File: config.mk
export PLATFORM = sky130hd
export DESIGN_NAME = lcd_page_writer
export DESIGN_NICKNAME = d
export VERILOG_FILES = /design/src/rtl/lcd_pkg.sv /design/src/rtl/lcd_wait_timer.sv /design/src/rtl/lcd_page_writer.sv
export SDC_FILE = /design/constraint.sdc
export NUM_CORES = 1
export LEC_CHECK = 0
export BUFFER_PORTS_ARGS = -buffer_cell sky130_fd_sc_hd__buf_2
export CAP_MARGIN = 10
export CORE_MARGIN = 1.5
export CORE_UTILIZATION = 30
export CTS_CLUSTER_DIAMETER = 100
export DETAILED_ROUTE_END_ITERATION = 8
export GPL_ROUTABILITY_DRIVEN = 0
export SKIP_CTS_REPAIR_TIMING = 1
export SYNTH_ARGS = -nofsm -noshare
export SYNTH_HDL_FRONTEND = slang
export SYNTH_SLANG_ARGS = --single-unit
File: constraint.sdc
create_clock -name clk -period 5.6 [get_ports clk]
set_input_delay 1.12 -clock clk [delete_from_list [all_inputs] [get_ports clk]]
set_output_delay 1.12 -clock clk [all_outputs]
set_load 0.1 [all_outputs]
File: src/rtl/lcd_pkg.sv
// Shared types and constants for the LCD page writer.
// Holds the sequencer state enum, the LUT terminator word, the HD44780
// clear/home command bytes, the RS bit position and a max helper used to
// size the shared wait timer.
package lcd_pkg;

  typedef enum logic [2:0] {
    ST_IDLE    = 3'd0,
    ST_FETCH   = 3'd1,
    ST_LATCH   = 3'd2,
    ST_SETUP   = 3'd3,
    ST_PULSE   = 3'd4,
    ST_WAIT    = 3'd5,
    ST_DONE    = 3'd6,
    ST_REFRESH = 3'd7
  } lcd_state_e;

  localparam logic [8:0]  LCD_TERMINATOR = 9'h000;
  localparam logic [7:0]  LCD_CMD_CLEAR  = 8'h01;
  localparam logic [7:0]  LCD_CMD_HOME   = 8'h02;
  localparam int unsigned LCD_RS_BIT     = 8;

  function automatic int unsigned lcd_max(input int unsigned a, input int unsigned b);
    return (a > b) ? a : b;
  endfunction

endpackage

File: src/rtl/lcd_wait_timer.sv
// Loadable down-counter shared by every timed sequencer state.
// Ports:
//   clk, rst   - clock and synchronous active-high reset
//   load       - reload the counter with load_val this edge
//   load_val   - value loaded (state duration minus one)
//   zero_c     - counter is zero (combinational decode of the count)
module lcd_wait_timer #(
  parameter int unsigned W = 1
) (
  input  logic         clk,
  input  logic         rst,
  input  logic         load,
  input  logic [W-1:0] load_val,
  output logic         zero_c
);

  logic [W-1:0] cnt;

  // Count down to zero and park there until the next load.
  always_ff @(posedge clk) begin
    if (rst) begin
      cnt <= '0;
    end else if (load) begin
      cnt <= load_val;
    end else if (cnt != '0) begin
      cnt <= cnt - W'(1);
    end
  end

  assign zero_c = (cnt == '0);

endmodule

File: src/rtl/lcd_page_writer.sv
// Replays one page of the text LUT onto an HD44780-style write-only bus,
// generating setup, enable pulse and execution-wait timing per word.
// Stops at a 9'h000 terminator word or after MAX_WORDS words.
// Optional build macro: LCD_AUTO_REFRESH_EN - rewrite the same page after
// REFRESH_CYC idle cycles without a new start pulse.
// Ports:
//   clk, rst            - clock, synchronous active-high reset
//   start, page_sel     - write request and page to write (sampled in IDLE)
//   busy, done          - write in progress / one-cycle completion pulse
//   lut_addr, lut_page  - LUT address outputs
//   lut_data            - LUT read data (1-cycle registered latency)
//   lcd_rs, lcd_rw, lcd_e, lcd_db - LCD parallel bus
module lcd_page_writer
  import lcd_pkg::*;
#(
  parameter int unsigned DATA_WIDTH      = 9,
  parameter int unsigned ADDR_WIDTH      = 6,
  parameter int unsigned PAGE_ADDR_WIDTH = 5,
  parameter int unsigned MAX_WORDS       = 64,
  parameter int unsigned SETUP_CYC       = 2,
  parameter int unsigned E_PULSE_CYC     = 25,
  parameter int unsigned CMD_WAIT_CYC    = 2000,
  parameter int unsigned CLR_WAIT_CYC    = 80000,
  parameter int unsigned REFRESH_CYC     = 5000000
) (
  input  logic                       clk,
  input  logic                       rst,
  input  logic                       start,
  input  logic [PAGE_ADDR_WIDTH-1:0] page_sel,
  output logic                       busy,
  output logic                       done,
  output logic [ADDR_WIDTH-1:0]      lut_addr,
  output logic [PAGE_ADDR_WIDTH-1:0] lut_page,
  input  logic [DATA_WIDTH-1:0]      lut_data,
  output logic                       lcd_rs,
  output logic                       lcd_rw,
  output logic                       lcd_e,
  output logic [7:0]                 lcd_db
);

  localparam int unsigned TMR_MAX = lcd_max(lcd_max(SETUP_CYC, E_PULSE_CYC),
                                            lcd_max(lcd_max(CMD_WAIT_CYC, CLR_WAIT_CYC),
                                                    REFRESH_CYC));
  localparam int unsigned TMR_W   = $clog2(TMR_MAX + 1);

  lcd_state_e                 state, state_nxt;
  logic                       busy_nxt, done_nxt, e_nxt, rs_nxt;
  logic [7:0]                 db_nxt;
  logic [ADDR_WIDTH-1:0]      addr_nxt;
  logic [PAGE_ADDR_WIDTH-1:0] page_nxt;
  logic                       tmr_load, tmr_zero, is_clr_c;
  logic [TMR_W-1:0]           tmr_val;

  lcd_wait_timer #(.W(TMR_W)) u_timer (
    .clk      (clk),
    .rst      (rst),
    .load     (tmr_load),
    .load_val (tmr_val),
    .zero_c   (tmr_zero)
  );

  // Clear and home need the long execution wait.
  assign is_clr_c = !lcd_rs && ((lcd_db == LCD_CMD_CLEAR) || (lcd_db == LCD_CMD_HOME));
  assign lcd_rw   = 1'b0;

  // State and registered bus outputs.
  always_ff @(posedge clk) begin
    if (rst) begin
      state    <= ST_IDLE;
      busy     <= 1'b0;
      done     <= 1'b0;
      lut_addr <= '0;
      lut_page <= '0;
      lcd_rs   <= 1'b0;
      lcd_e    <= 1'b0;
      lcd_db   <= '0;
    end else begin
      state    <= state_nxt;
      busy     <= busy_nxt;
      done     <= done_nxt;
      lut_addr <= addr_nxt;
      lut_page <= page_nxt;
      lcd_rs   <= rs_nxt;
      lcd_e    <= e_nxt;
      lcd_db   <= db_nxt;
    end
  end

  // Next-state, next-output and timer reload logic.
  always_comb begin
    state_nxt = state;
    busy_nxt  = busy;
    done_nxt  = 1'b0;
    addr_nxt  = lut_addr;
    page_nxt  = lut_page;
    rs_nxt    = lcd_rs;
    db_nxt    = lcd_db;
    e_nxt     = 1'b0;
    tmr_load  = 1'b0;
    tmr_val   = '0;

    case (state)
      ST_IDLE: begin
        if (start) begin
          page_nxt  = page_sel;
          addr_nxt  = '0;
          busy_nxt  = 1'b1;
          state_nxt = ST_FETCH;
        end
      end
      ST_FETCH: state_nxt = ST_LATCH;
      ST_LATCH: begin
        if (lut_data == DATA_WIDTH'(LCD_TERMINATOR)) begin
          state_nxt = ST_DONE;
        end else begin
          rs_nxt    = lut_data[LCD_RS_BIT];
          db_nxt    = lut_data[7:0];
          state_nxt = ST_SETUP;
        end
      end
      ST_SETUP: if (tmr_zero) state_nxt = ST_PULSE;
      ST_PULSE: if (tmr_zero) state_nxt = ST_WAIT;
      ST_WAIT: begin
        if (tmr_zero) begin
          // Last word of the page ends the write before the address can wrap.
          if (lut_addr == ADDR_WIDTH'(MAX_WORDS - 1)) begin
            state_nxt = ST_DONE;
          end else begin
            addr_nxt  = lut_addr + ADDR_WIDTH'(1);
            state_nxt = ST_FETCH;
          end
        end
      end
`ifdef LCD_AUTO_REFRESH_EN
      ST_DONE: state_nxt = ST_REFRESH;
      ST_REFRESH: begin
        // A new start overrides the pending refresh of the old page.
        if (start) begin
          page_nxt  = page_sel;
          addr_nxt  = '0;
          busy_nxt  = 1'b1;
          state_nxt = ST_FETCH;
        end else if (tmr_zero) begin
          addr_nxt  = '0;
          busy_nxt  = 1'b1;
          state_nxt = ST_FETCH;
        end
      end
`else
      ST_DONE: state_nxt = ST_IDLE;
`endif
      default: state_nxt = ST_IDLE;
    endcase

    if (state_nxt == ST_DONE) begin
      done_nxt = 1'b1;
      busy_nxt = 1'b0;
    end
    e_nxt = (state_nxt == ST_PULSE);

    // Timer reloads on every state entry with the new state's duration minus one.
    if (state_nxt != state) begin
      tmr_load = 1'b1;
      case (state_nxt)
        ST_SETUP:   tmr_val = TMR_W'(SETUP_CYC - 1);
        ST_PULSE:   tmr_val = TMR_W'(E_PULSE_CYC - 1);
        ST_WAIT:    tmr_val = is_clr_c ? TMR_W'(CLR_WAIT_CYC - 1) : TMR_W'(CMD_WAIT_CYC - 1);
        ST_REFRESH: tmr_val = TMR_W'(REFRESH_CYC - 1);
        default:    tmr_val = '0;
      endcase
    end
  end

endmodule

==> metrics.md <==
| Metric | Value |
|---|---|
| CP max stage delay | `740 ps` |
| Layout area overhead | `14.68%` |
| Dpl ws | `approximately 2000 ps` |
| Vias per inst | `approximately 5.4` |
| Share of layout cells above drive strength 1 | `20.78%` |
| RSZ-0062 raised after global routing | `false` |
| Largest net degree at the start of global routing | `46` |
| Post-synth EDFFs | `0` |
| Clk_skew | `around 12 ps` |
| Wirelength, routed | `about 6.3 mm` |
| Count leader, synth | `dfxtp_1` |
| FP Rows | `33` |
| Crit-path leading delay family | `simple AND/OR/NAND/NOR gates` |
| Slew of the pin with the lowest slew margin | `~910 ps` |
| Die Area | `around 9300 um^2` |
| Reg2reg start | `u_timer.cnt[3]` |
| Vias | `2353` |
| Tot Pwr | `2.237 mW` |
| CTS tree | `done` |
| Netlist Area Pre-Place | `2634 um^2` |
| Cells after synthesis | `304` |
| Top-level port count | `41` |
| Port bufs | `39` |
| Most common library cells after synthesis | `dfxtp_1 (49), nor2_1 (30), nand2_1 (20), nor3_1 (20), nor4_1 (16)` |
| Antenna diodes | `0` |
| Vias in the first global route | `2300` |
| Bufs and invs on worst path | `0` |
| Maximum buffer depth of the clock tree | `2` |
| Drt initial violations | `115` |
| Arrival time worst endpoint | `3600 ps` |
| Crit-path max FO | `23` |
| Gr ovfl total | `0` |
| Slew Limit Fails | `0` |
| Synth cell types | `50` |
| Power Density | `740.6 nW/um^2` |
| Status | `complete, no violations` |
| Critical-path cell list | `or4_1, or4_4, nor2_4, nand2_1, or2_1, a221oi_2` |
| Chip Height | `96.70 um` |
| Initial antenna violation count | `0` |
| Hold/Removal Path Class | `register to register` |
| Leakage | `1.157 nW` |
| WHS | `499.5 ps` |
| Post-synthesis sequential area ratio | `37.24%` |
| First-pass GRT wire length | `10.81 mm` |
| Top achievable clock speed | `295.9 MHz` |
| Final Hold Vio Count | `0` |
| Slew margin rel. | `39.40%` |
| Clock Tree Root | `clkbuf_8` |
| Core area | `8341 um^2` |
| Nets | `350` |
| Avg WL per Cell | `approximately 14 um` |
| TritonRoute pass-1 iters | `4` |
| Asr flop ratio synth | `0%` |
| Final setup fails | `0` |
| Critical path origin | `u_timer.cnt[3]` |
| Number of routed nets with antenna violations | `0` |
| Initial core utilization | `31.58%` |
| Synth Flop Type | `dfxtp_1` |
| Critical Path End Type | `register` |
| Crit path launch type | `register` |
| Worst Hold Launch | `lut_addr[1]` |
| Top cells by area, synth | `dfxtp_1 (37%), a221oi_2 (5.1%), mux2i_1 (4.6%)` |
| Fin Setup TNS | `0 ps` |
| Synth area leader | `dfxtp_1` |
| CTS buffer count | `5` |
| Max VDD drop | `0.0002397 V` |
| Ys Warns | `0` |
| Die extent in x | `96.70 um` |
| Worst EP required | `5820 ps` |
| Syn Nets | `~320` |
| Crit Path Class | `register to register` |
| Final period utilization | `60.34%` |
| Final worst setup slack | `2221 ps` |
| Clock sink count | `49` |
| HPWL after DPL | `between 4 and 5 mm` |
| Top-area cell type share of the netlist area | `37.24%` |
| Final Critical Period | `3379 ps` |
| Clock transition at the registers of the reported paths | `100 ps` |
| Avg Inst Size Synth | `between 8 and 9 um^2` |
| CP max stage cell | `or4_1` |
| Max H-tree Level | `2` |
| # Max-Cap Violations | `0` |
| FF+latch count, synth | `slightly below 50` |
| Worst-Skew Late Latency | `310 ps` |
| GRT Util Overall | `a little over an eighth` |
| Drt drc | `0` |
## sequential cells by signal, indices dropped and copies added (netlist names)
signal / count
busy: 1
done: 1
lcd_db: 8
lcd_e: 1
lcd_rs: 1
lut_addr: 6
lut_page: 5
state: 3
u_timer.cnt: 23
## cell usage in the layout, fill, tap and decap left out, types with 2 or more instances in the layout
cell type   n
or4_1       4
and3_1      5
dfxtp_1    49
a21oi_1    15
a41oi_1     2
nand3_1     7
o211ai_1   13
buf_2      39
or3_1       7
nand4_1     4
o21ai_0     3
o22ai_1     2
inv_1       4
xnor2_1    10
mux2i_1    12
nand2_1    20
ha_1        2
nor2b_1     3
o41ai_1     2
a31oi_1     2
nor4_1     16
a221oi_2    9
clkbuf_8    5
or2_2       2
and2_1      3
nor3_1     20
nor3b_1     2
bufinv_16   2
nor2_1     30
buf_4       3
xor2_1     12
nand2b_1    5
## layer usage
metal  up-vias  wire length, um  track usage [%]
li1       1168                -                -
met1      1106             2944            17.90
met2        73             2940            22.49
met3         6              323            2.746
met4         0               74            3.902
met5         -                0                0
## worst min-delay path, stage by stage (launching register included)
cell and delay, ps:
dfxtp_1 340, nand2_1 70, a21oi_1 50
## metrics by stage
stage	cells	utilization [%]	cell area [um^2]
4_1_cts	437	36.21	3020
3_5_place_dp	429	34.56	2883
6_report	437	36.21	3020
2_1_floorplan	304	-	2634
3_3_place_gp	429	34.56	2883
5_1_grt	437	36.21	3020
## cell type report
class                   count  area [um^2]
well taps                 105        131.4
flip-flops and latches     49        980.9
clock inverters             3        68.82
fillers                   888         5320
repair buffers             42        217.7
inverters                   4        15.01
multi-input cells         229         1538
clock buffers               5        68.82
## cells by family after synthesis
group	Yosys count	synth area share (%)
xor+xnor	22	7.316
simple gates	137	28.22
other cells	1	0.1424
buf+inv	26	4.608
mux	12	4.561
compound gates	55	16.96
fa+ha+maj	2	0.9500
flops	49	37.24
## final timing paths
| path | slack, ps | cells after the start | endpoint |
|---|---|---|---|
| max | 2220 | 6 | u_timer.cnt[16] |
| min | 500 | 2 | lut_addr[1] |
| max reg2reg | 2220 | 6 | u_timer.cnt[16] |
| min reg2reg | 500 | 2 | lut_addr[1] |
## power breakdown
part | switching (mW) | total [mW] | internal (mW)
Clock | 0.124 | 0.304 | 0.180
Combinational | 0.897 | 1.40 | 0.504
Sequential | 0.0965 | 0.533 | 0.436
Note: power is estimated with default switching activity, not from simulation.
